$ cat config.mk
export PLATFORM = sky130hd
export DESIGN_NAME = camera_word_packer
export DESIGN_NICKNAME = d
export VERILOG_FILES = /design/src/rtl/camera_pack_pkg.sv /design/src/rtl/word_skid_fifo.sv /design/src/rtl/camera_word_packer.sv
export SDC_FILE = /design/constraint.sdc
export NUM_CORES = 1
export LEC_CHECK = 0
export ABC_AREA = 1
export CORE_AREA = 2 2 214 216
export DETAILED_ROUTE_END_ITERATION = 8
export DIE_AREA = 0 0 216 218
export SKIP_CTS_REPAIR_TIMING = 1
export SKIP_LAST_GASP = 1
export SLEW_MARGIN = 20
export SYNTH_ARGS = -nofsm -noshare
export SYNTH_HDL_FRONTEND = slang
export SYNTH_SLANG_ARGS = --single-unit
export TNS_END_PERCENT = 5
$ cat constraint.sdc
create_clock -name clk_in -period 45.1 [get_ports clk_in]
set_input_delay 9.02 -clock clk_in [delete_from_list [all_inputs] [get_ports clk_in]]
set_output_delay 9.02 -clock clk_in [all_outputs]
set_load 0.01 [all_outputs]
$ cat src/rtl/camera_pack_pkg.sv
// Shared types and sizing for the camera pixel-to-AXI-Stream word packer.
package camera_pack_pkg;

    typedef enum logic [0:0] {
        WAIT_SOF = 1'b0,
        PACK     = 1'b1
    } packer_state_t;

    localparam int LANES           = 8;
    localparam int PIX_W           = 16;
    localparam int WORD_W          = LANES * PIX_W;
    localparam int WORDS_PER_FRAME = 1280 * 720 / LANES;
    localparam int FIFO_W          = WORD_W + 1;

endpackage

$ cat src/rtl/word_skid_fifo.sv
// Two-entry first-word-fall-through buffer carrying {tlast, data} words.
module word_skid_fifo
    import camera_pack_pkg::*;
#(
    parameter int WIDTH = FIFO_W
) (
    input  logic             clk_in,
    input  logic             rst_in,
    input  logic             push,
    input  logic [WIDTH-1:0] wdata,
    input  logic             pop,
    output logic [WIDTH-1:0] rdata,
    output logic             full,
    output logic             valid
);

    logic [WIDTH-1:0] mem_reg [2];
    logic             rd_ptr_reg;
    logic             wr_ptr_reg;
    logic [1:0]       count_reg;
    logic             pop_acc;
    logic             push_acc;

    assign valid    = (count_reg != 2'd0);
    assign full     = (count_reg == 2'd2);
    assign pop_acc  = pop && valid;
    // A pop frees the slot being written, so a push while full is fine if it pops.
    assign push_acc = push && (!full || pop_acc);
    assign rdata    = valid ? mem_reg[rd_ptr_reg] : '0;

    always_ff @(posedge clk_in or posedge rst_in) begin
        if (rst_in) begin
            mem_reg[0] <= '0;
            mem_reg[1] <= '0;
            rd_ptr_reg <= 1'b0;
            wr_ptr_reg <= 1'b0;
            count_reg  <= 2'd0;
        end else begin
            if (push_acc) begin
                mem_reg[wr_ptr_reg] <= wdata;
                wr_ptr_reg          <= ~wr_ptr_reg;
            end
            if (pop_acc) begin
                rd_ptr_reg <= ~rd_ptr_reg;
            end
            case ({push_acc, pop_acc})
                2'b10:   count_reg <= count_reg + 2'd1;
                2'b01:   count_reg <= count_reg - 2'd1;
                default: count_reg <= count_reg;
            endcase
        end
    end

endmodule

$ cat src/rtl/camera_word_packer.sv
// Packs frame-aligned RGB565 pixels eight at a time into 128-bit AXI-Stream
// words, marking the last word of each frame and dropping frames on overflow.
module camera_word_packer #(
    parameter int H_ACTIVE = 1280,
    parameter int V_ACTIVE = 720,
    parameter int PIX_W    = camera_pack_pkg::PIX_W,
    parameter int LANES    = camera_pack_pkg::LANES
) (
    input  logic                   clk_in,
    input  logic                   rst_in,
    input  logic                   pixel_valid_in,
    input  logic [PIX_W-1:0]       pixel_data_in,
    input  logic [10:0]            pixel_hcount_in,
    input  logic [9:0]             pixel_vcount_in,
    output logic [PIX_W*LANES-1:0] axis_data_out,
    output logic                   axis_tlast_out,
    output logic                   axis_valid_out,
    input  logic                   axis_ready_in,
    output logic                   frame_drop_out
);
    import camera_pack_pkg::*;

    localparam int DATA_W     = PIX_W * LANES;
    localparam int WORDS      = H_ACTIVE * V_ACTIVE / LANES;
    localparam int WORD_CNT_W = (WORDS > 1) ? $clog2(WORDS) : 1;
    localparam int LANE_W     = (LANES > 1) ? $clog2(LANES) : 1;
    localparam logic [LANE_W-1:0]     LAST_LANE = LANE_W'(LANES - 1);
    localparam logic [WORD_CNT_W-1:0] LAST_WORD = WORD_CNT_W'(WORDS - 1);

    packer_state_t                 state_reg, state_next;
    logic [LANE_W-1:0]             lane_cnt_reg, lane_cnt_next;
    logic [WORD_CNT_W-1:0]         word_cnt_reg, word_cnt_next;
    logic [LANES-1:0][PIX_W-1:0]   asm_reg, asm_next;
    logic                          drop_reg, drop_next;

    logic [LANES-1:0][PIX_W-1:0]   merged;
    logic                          is_sof;
    logic                          last_word;
    logic                          word_done;
    logic                          fifo_push;
    logic                          fifo_pop;
    logic                          fifo_full;
    logic                          fifo_valid;
    logic                          overflow;
    logic [DATA_W:0]               fifo_wdata;
    logic [DATA_W:0]               fifo_rdata;

    assign is_sof    = pixel_valid_in && (pixel_hcount_in == 11'd0) && (pixel_vcount_in == 10'd0);
    assign last_word = (word_cnt_reg == LAST_WORD);
    assign word_done = (lane_cnt_reg == LAST_LANE);
    assign fifo_pop  = fifo_valid && axis_ready_in;
    assign overflow  = fifo_push && fifo_full && !fifo_pop;

    // Current assembly with the incoming pixel dropped into its lane.
    generate
        for (genvar gi = 0; gi < LANES; gi++) begin : g_lane
            assign merged[gi] = (lane_cnt_reg == LANE_W'(gi)) ? pixel_data_in : asm_reg[gi];
        end
    endgenerate

    assign fifo_wdata = {last_word, merged};

    always_comb begin
        state_next    = state_reg;
        lane_cnt_next = lane_cnt_reg;
        word_cnt_next = word_cnt_reg;
        asm_next      = asm_reg;
        drop_next     = 1'b0;
        fifo_push     = 1'b0;
        case (state_reg)
            WAIT_SOF: begin
                if (is_sof) begin
                    asm_next[0]   = pixel_data_in;
                    lane_cnt_next = LANE_W'(1);
                    word_cnt_next = '0;
                    state_next    = PACK;
                end
            end
            PACK: begin
                if (is_sof && ((lane_cnt_reg != '0) || (word_cnt_reg != '0))) begin
                    // Truncated frame: abandon the partial word and restart here.
                    asm_next[0]   = pixel_data_in;
                    lane_cnt_next = LANE_W'(1);
                    word_cnt_next = '0;
                    drop_next     = 1'b1;
                end else if (pixel_valid_in) begin
                    asm_next = merged;
                    if (word_done) begin
                        fifo_push = 1'b1;
                        lane_cnt_next = '0;
                        if (overflow) begin
                            word_cnt_next = '0;
                            drop_next     = 1'b1;
                            state_next    = WAIT_SOF;
                        end else begin
                            word_cnt_next = last_word ? '0 : word_cnt_reg + 1'b1;
                        end
                    end else begin
                        lane_cnt_next = lane_cnt_reg + 1'b1;
                    end
                end
            end
            default: state_next = WAIT_SOF;
        endcase
    end

    always_ff @(posedge clk_in or posedge rst_in) begin
        if (rst_in) begin
            state_reg    <= WAIT_SOF;
            lane_cnt_reg <= '0;
            word_cnt_reg <= '0;
            asm_reg      <= '0;
            drop_reg     <= 1'b0;
        end else begin
            state_reg    <= state_next;
            lane_cnt_reg <= lane_cnt_next;
            word_cnt_reg <= word_cnt_next;
            asm_reg      <= asm_next;
            drop_reg     <= drop_next;
        end
    end

    word_skid_fifo #(
        .WIDTH (DATA_W + 1)
    ) u_fifo (
        .clk_in (clk_in),
        .rst_in (rst_in),
        .push   (fifo_push && !overflow),
        .wdata  (fifo_wdata),
        .pop    (fifo_pop),
        .rdata  (fifo_rdata),
        .full   (fifo_full),
        .valid  (fifo_valid)
    );

    assign axis_valid_out = fifo_valid;
    assign axis_tlast_out = fifo_rdata[DATA_W];
    assign axis_data_out  = fifo_rdata[DATA_W-1:0];
    assign frame_drop_out = drop_reg;

endmodule

==> impl_metrics.xml <==
<?xml version="1.0" encoding="UTF-8"?>
<metrics>
  <group name="logic_synthesis">
    <metric name="synth.avg_cell_area" unit="um2">7.42</metric>
    <metric name="synthDominantCellAreaShare" unit="">0.519</metric>
    <metric name="netlist_top_cells_count" unit="">sky130_fd_sc_hd__nand2_1, sky130_fd_sc_hd__dfrtp_1, sky130_fd_sc_hd__o21ai_0, sky130_fd_sc_hd__a21oi_1, sky130_fd_sc_hd__clkbuf_1</metric>
    <metric name="synth_nets" unit="">2727</metric>
    <metric name="yosys-top-cells-area" unit="">sky130_fd_sc_hd__dfrtp_1, sky130_fd_sc_hd__nand2_1, sky130_fd_sc_hd__o21ai_0, sky130_fd_sc_hd__a21oi_1, sky130_fd_sc_hd__clkbuf_1</metric>
    <metric name="syn-cell-area" unit="um2">19900</metric>
    <metric name="ys.warnings.count" unit="">0</metric>
    <metric name="synth.yosys.seq_area_share" unit="">0.519</metric>
    <metric name="post_synth_inst_count" unit="">2677</metric>
    <metric name="cell_type_contributing_the_most_total_cell_area_after_synthesis" unit="">sky130_fd_sc_hd__dfrtp_1</metric>
    <metric name="synth_cell_type_count" unit="">31</metric>
    <metric name="synth_async_sr_flop_share" unit="">1.00</metric>
    <metric name="synth_enable_flop_cells" unit="">0</metric>
    <metric name="ys.flop_type" unit="">sky130_fd_sc_hd__dfrtp_1</metric>
    <metric name="yosysMostFrequentCell" unit="">sky130_fd_sc_hd__nand2_1</metric>
    <metric name="synth_register_bits" unit="">412</metric>
  </group>
  <group name="drt">
    <metric name="wl_met2" unit="mm">27.9</metric>
    <metric name="drt_pre_antenna_iters" unit="">6</metric>
    <metric name="remaining_drc_errors" unit="">0</metric>
    <metric name="highest_layer" unit="">met4</metric>
    <metric name="ant_nets" unit="">0</metric>
    <metric name="dr_total_vias" unit="">17971</metric>
    <metric name="initialDrtViolationCount" unit="">1642</metric>
    <metric name="wl_met3" unit="mm">4.22</metric>
    <metric name="m1WireLength" unit="mm">27.1</metric>
    <metric name="number_of_vias_per_cell" unit="">5.32</metric>
    <metric name="post_drt_wl_per_cell" unit="um">18.1</metric>
    <metric name="wl" unit="mm">61.1</metric>
  </group>
  <group name="die">
    <metric name="core_area" unit="um2">44900</metric>
    <metric name="die_width" unit="um">216</metric>
    <metric name="die-area" unit="um2">47100</metric>
    <metric name="dieHeight" unit="um">218</metric>
    <metric name="ioPinCount" unit="">172</metric>
    <metric name="cell_row_count" unit="">78</metric>
    <metric name="start_util" unit="">0.443</metric>
  </group>
  <group name="timing">
    <metric name="tns" unit="ns">0</metric>
    <metric name="hold_ws" unit="ns">0.476</metric>
    <metric name="report.final.setup_viol" unit="">0</metric>
    <metric name="timing.max_slew.rel_slack" unit="">0.285</metric>
    <metric name="finalHoldViolCount" unit="">0</metric>
    <metric name="period_minus_slack" unit="ns">13.07</metric>
    <metric name="timing.clock.skew" unit="ns">0.0158</metric>
    <metric name="max_freq" unit="MHz">76.5</metric>
    <metric name="final_min_period_over_clock_period" unit="">0.290</metric>
    <metric name="timing.final.max_slew_violations" unit="">0</metric>
    <metric name="fin_ws" unit="ns">32.03</metric>
    <metric name="worstMarginPinSlew" unit="ns">1.07</metric>
    <metric name="rsz0062_at_grt" unit="">false</metric>
  </group>
  <group name="critical_path">
    <metric name="timing.critical_path.arrival" unit="ns">4.05</metric>
    <metric name="critPathTopFamily" unit="">buffers and inverters</metric>
    <metric name="path_class" unit="">flop to output pin</metric>
    <metric name="timing.critical_path.to_type" unit="">output pin</metric>
    <metric name="ff2ff_setup_slack" unit="ns">41.32</metric>
    <metric name="critical_path_required" unit="ns">36.08</metric>
    <metric name="timing.critical_path.buf_inv" unit="">3</metric>
    <metric name="timing.rr.start" unit="">lane_cnt_reg[0]</metric>
    <metric name="crit_start" unit="">u_fifo.rd_ptr_reg</metric>
    <metric name="crit_reg_reg_endpoint" unit="">u_fifo.mem_reg[77]</metric>
    <metric name="critical_path.cell_chain" unit="">inv_4 &gt; buf_4 &gt; nand2_1 &gt; a21oi_1 &gt; clkdlybuf4s50_1</metric>
    <metric name="reg2reg_depth" unit="">14</metric>
    <metric name="crit_path_start_kind" unit="">flop</metric>
    <metric name="critical_path.max_fanout" unit="">71</metric>
    <metric name="critPathSlowestCell" unit="">sky130_fd_sc_hd__buf_4</metric>
    <metric name="critical_path.max_stage_delay" unit="ns">0.87</metric>
  </group>
  <group name="place">
    <metric name="numPlacedInstances" unit="">3298</metric>
    <metric name="gp_congestion" unit="">0.850</metric>
    <metric name="io_buffers" unit="">171</metric>
    <metric name="hpwl" unit="mm">35.0</metric>
    <metric name="post-place-ws" unit="ns">32.56</metric>
    <metric name="placed_cell_area" unit="um2">21700</metric>
  </group>
  <group name="power_and_ir_drop">
    <metric name="totalPowerFinal" unit="mW">1.57</metric>
    <metric name="pwr_density_cell" unit="nW/um2">67.8</metric>
    <metric name="ir_worst_vdd" unit="mV">0.0321</metric>
    <metric name="leakagePower" unit="nW">11.5</metric>
  </group>
  <group name="cells_and_area">
    <metric name="post_route_cells_drive_above_1_share" unit="">0.0382</metric>
    <metric name="largest_reg_flops" unit="">258</metric>
    <metric name="post-route-util" unit="">0.516</metric>
    <metric name="stdcell_count" unit="">3375</metric>
    <metric name="layout-area-overhead-vs-synth" unit="%">16.7</metric>
    <metric name="nets" unit="">2795</metric>
    <metric name="stdcell_area" unit="um2">23200</metric>
  </group>
  <group name="global_routing">
    <metric name="grt_first_pass_wirelength" unit="mm">97.1</metric>
    <metric name="grt_remaining_overflow" unit="">0</metric>
    <metric name="track_usage" unit="">0.262</metric>
    <metric name="antenna_found_initial" unit="">1</metric>
    <metric name="grt_max_degree" unit="">170</metric>
    <metric name="grt_pass1_vias" unit="">17402</metric>
  </group>
  <group name="clock_tree">
    <metric name="numCtsBuffers" unit="">45</metric>
    <metric name="cts_max_level" unit="">2</metric>
    <metric name="clock_transition_at_the_registers_of_the_reported_paths" unit="ns">0.06</metric>
    <metric name="clock-sinks" unit="">412</metric>
    <metric name="tritoncts" unit="">yes</metric>
    <metric name="clk_path_buf_depth" unit="">3</metric>
    <metric name="cts_root_buf" unit="">sky130_fd_sc_hd__clkbuf_16</metric>
    <metric name="clock_latency_reported_for_the_late_side_of_the_worst_skew_pair" unit="ns">0.58</metric>
  </group>
  <group name="min_path">
    <metric name="worst_hold_path_type" unit="">flop to flop</metric>
    <metric name="worst_hold_path.endpoint" unit="">u_fifo.mem_reg[149]</metric>
    <metric name="min_delay_path_depth" unit="">2</metric>
    <metric name="hold_start" unit="">u_fifo.mem_reg[149]</metric>
  </group>
  <group name="outcome">
    <metric name="run_status" unit="">finished, final reports clean</metric>
  </group>
  <group name="job">
    <metric name="drv_cap" unit="">0</metric>
  </group>
</metrics>
layout by cell type, fill, tap and decap left out, types with 2 or more instances in the layout:
cell type                         netlist  layout
sky130_fd_sc_hd__a21oi_1              131     131
sky130_fd_sc_hd__buf_4                 18      18
sky130_fd_sc_hd__bufinv_16              0       4
sky130_fd_sc_hd__clkbuf_1             109      12
sky130_fd_sc_hd__clkbuf_16              0      47
sky130_fd_sc_hd__clkbuf_8               0       7
sky130_fd_sc_hd__clkdlybuf4s50_1        0     171
sky130_fd_sc_hd__clkinv_2               0       4
sky130_fd_sc_hd__dfrtp_1              412     411
sky130_fd_sc_hd__ha_1                   9       8
sky130_fd_sc_hd__inv_1                 81      78
sky130_fd_sc_hd__inv_2                  6       5
sky130_fd_sc_hd__inv_4                  0       3
sky130_fd_sc_hd__nand2_1             1415    1414
sky130_fd_sc_hd__nand2_4                2       4
sky130_fd_sc_hd__nand3_1               20      20
sky130_fd_sc_hd__nand3b_1               2       2
sky130_fd_sc_hd__nand4_1                6       6
sky130_fd_sc_hd__nor2_1                54      53
sky130_fd_sc_hd__nor2_4                 3       4
sky130_fd_sc_hd__nor3_1                 6       6
sky130_fd_sc_hd__o2111ai_1              3       3
sky130_fd_sc_hd__o21a_1                 2       2
sky130_fd_sc_hd__o21ai_0              307     307
sky130_fd_sc_hd__o21ai_1               28      27
sky130_fd_sc_hd__o21bai_1               2       2
sky130_fd_sc_hd__o22ai_1                3       3
sky130_fd_sc_hd__xor2_1                 9       9
worst max path at each step:
| stage | endpoint | depth (start not counted) |
|---|---|---|
| after global placement | axis_data_out[61] | 5 |
| final | axis_data_out[61] | 5 |
| after global routing | axis_data_out[110] | 5 |
| after CTS | axis_data_out[61] | 5 |
| after floorplan | asm_reg[0] | 1 |
| after detailed placement | u_fifo.mem_reg[127] | 13 |
area by class of cell:
class | count | area (um2)
diodes | 1 | 2.50
clock buffers | 66 | 1320
clock inverters | 10 | 158
fillers | 4428 | 21700
inverters | 87 | 342
multi-input cells | 2009 | 8440
flip-flops and latches | 412 | 10300
well taps | 600 | 751
repair buffers | 190 | 1870
layer usage:
metal,vias up,track usage
met5,-,0
met1,8695,0.353
li1,8547,-
met4,0,0.101
met2,639,0.425
met3,90,0.0444
power by group:
group | total, mW | switching [mW] | internal (mW)
clock | 0.376 | 0.152 | 0.224
sequential | 0.600 | 0.0856 | 0.515
combinational | 0.595 | 0.389 | 0.206
worst reg2reg max path: cells and delay by family, from the launching register on:
family                     cells  cell delay (ns)
buffers and inverters          4             1.91
and+or+nand+nor                8             0.98
DFF                            1             0.40
adders and majority gates      1             0.22
AOI/OAI and AO/OA              1             0.21
cells by family after synthesis:
kind of cell | count (synthesis) | share of synthesized area
xor gates and xnor gates | 10 | 0.00441
buffers and inverters | 256 | 0.0582
adders and majority gates | 9 | 0.00567
DFF | 412 | 0.519
and+or+nand+nor | 1513 | 0.291
AOI/OAI and AO/OA | 477 | 0.122
Power figures use the tool's default switching activity.
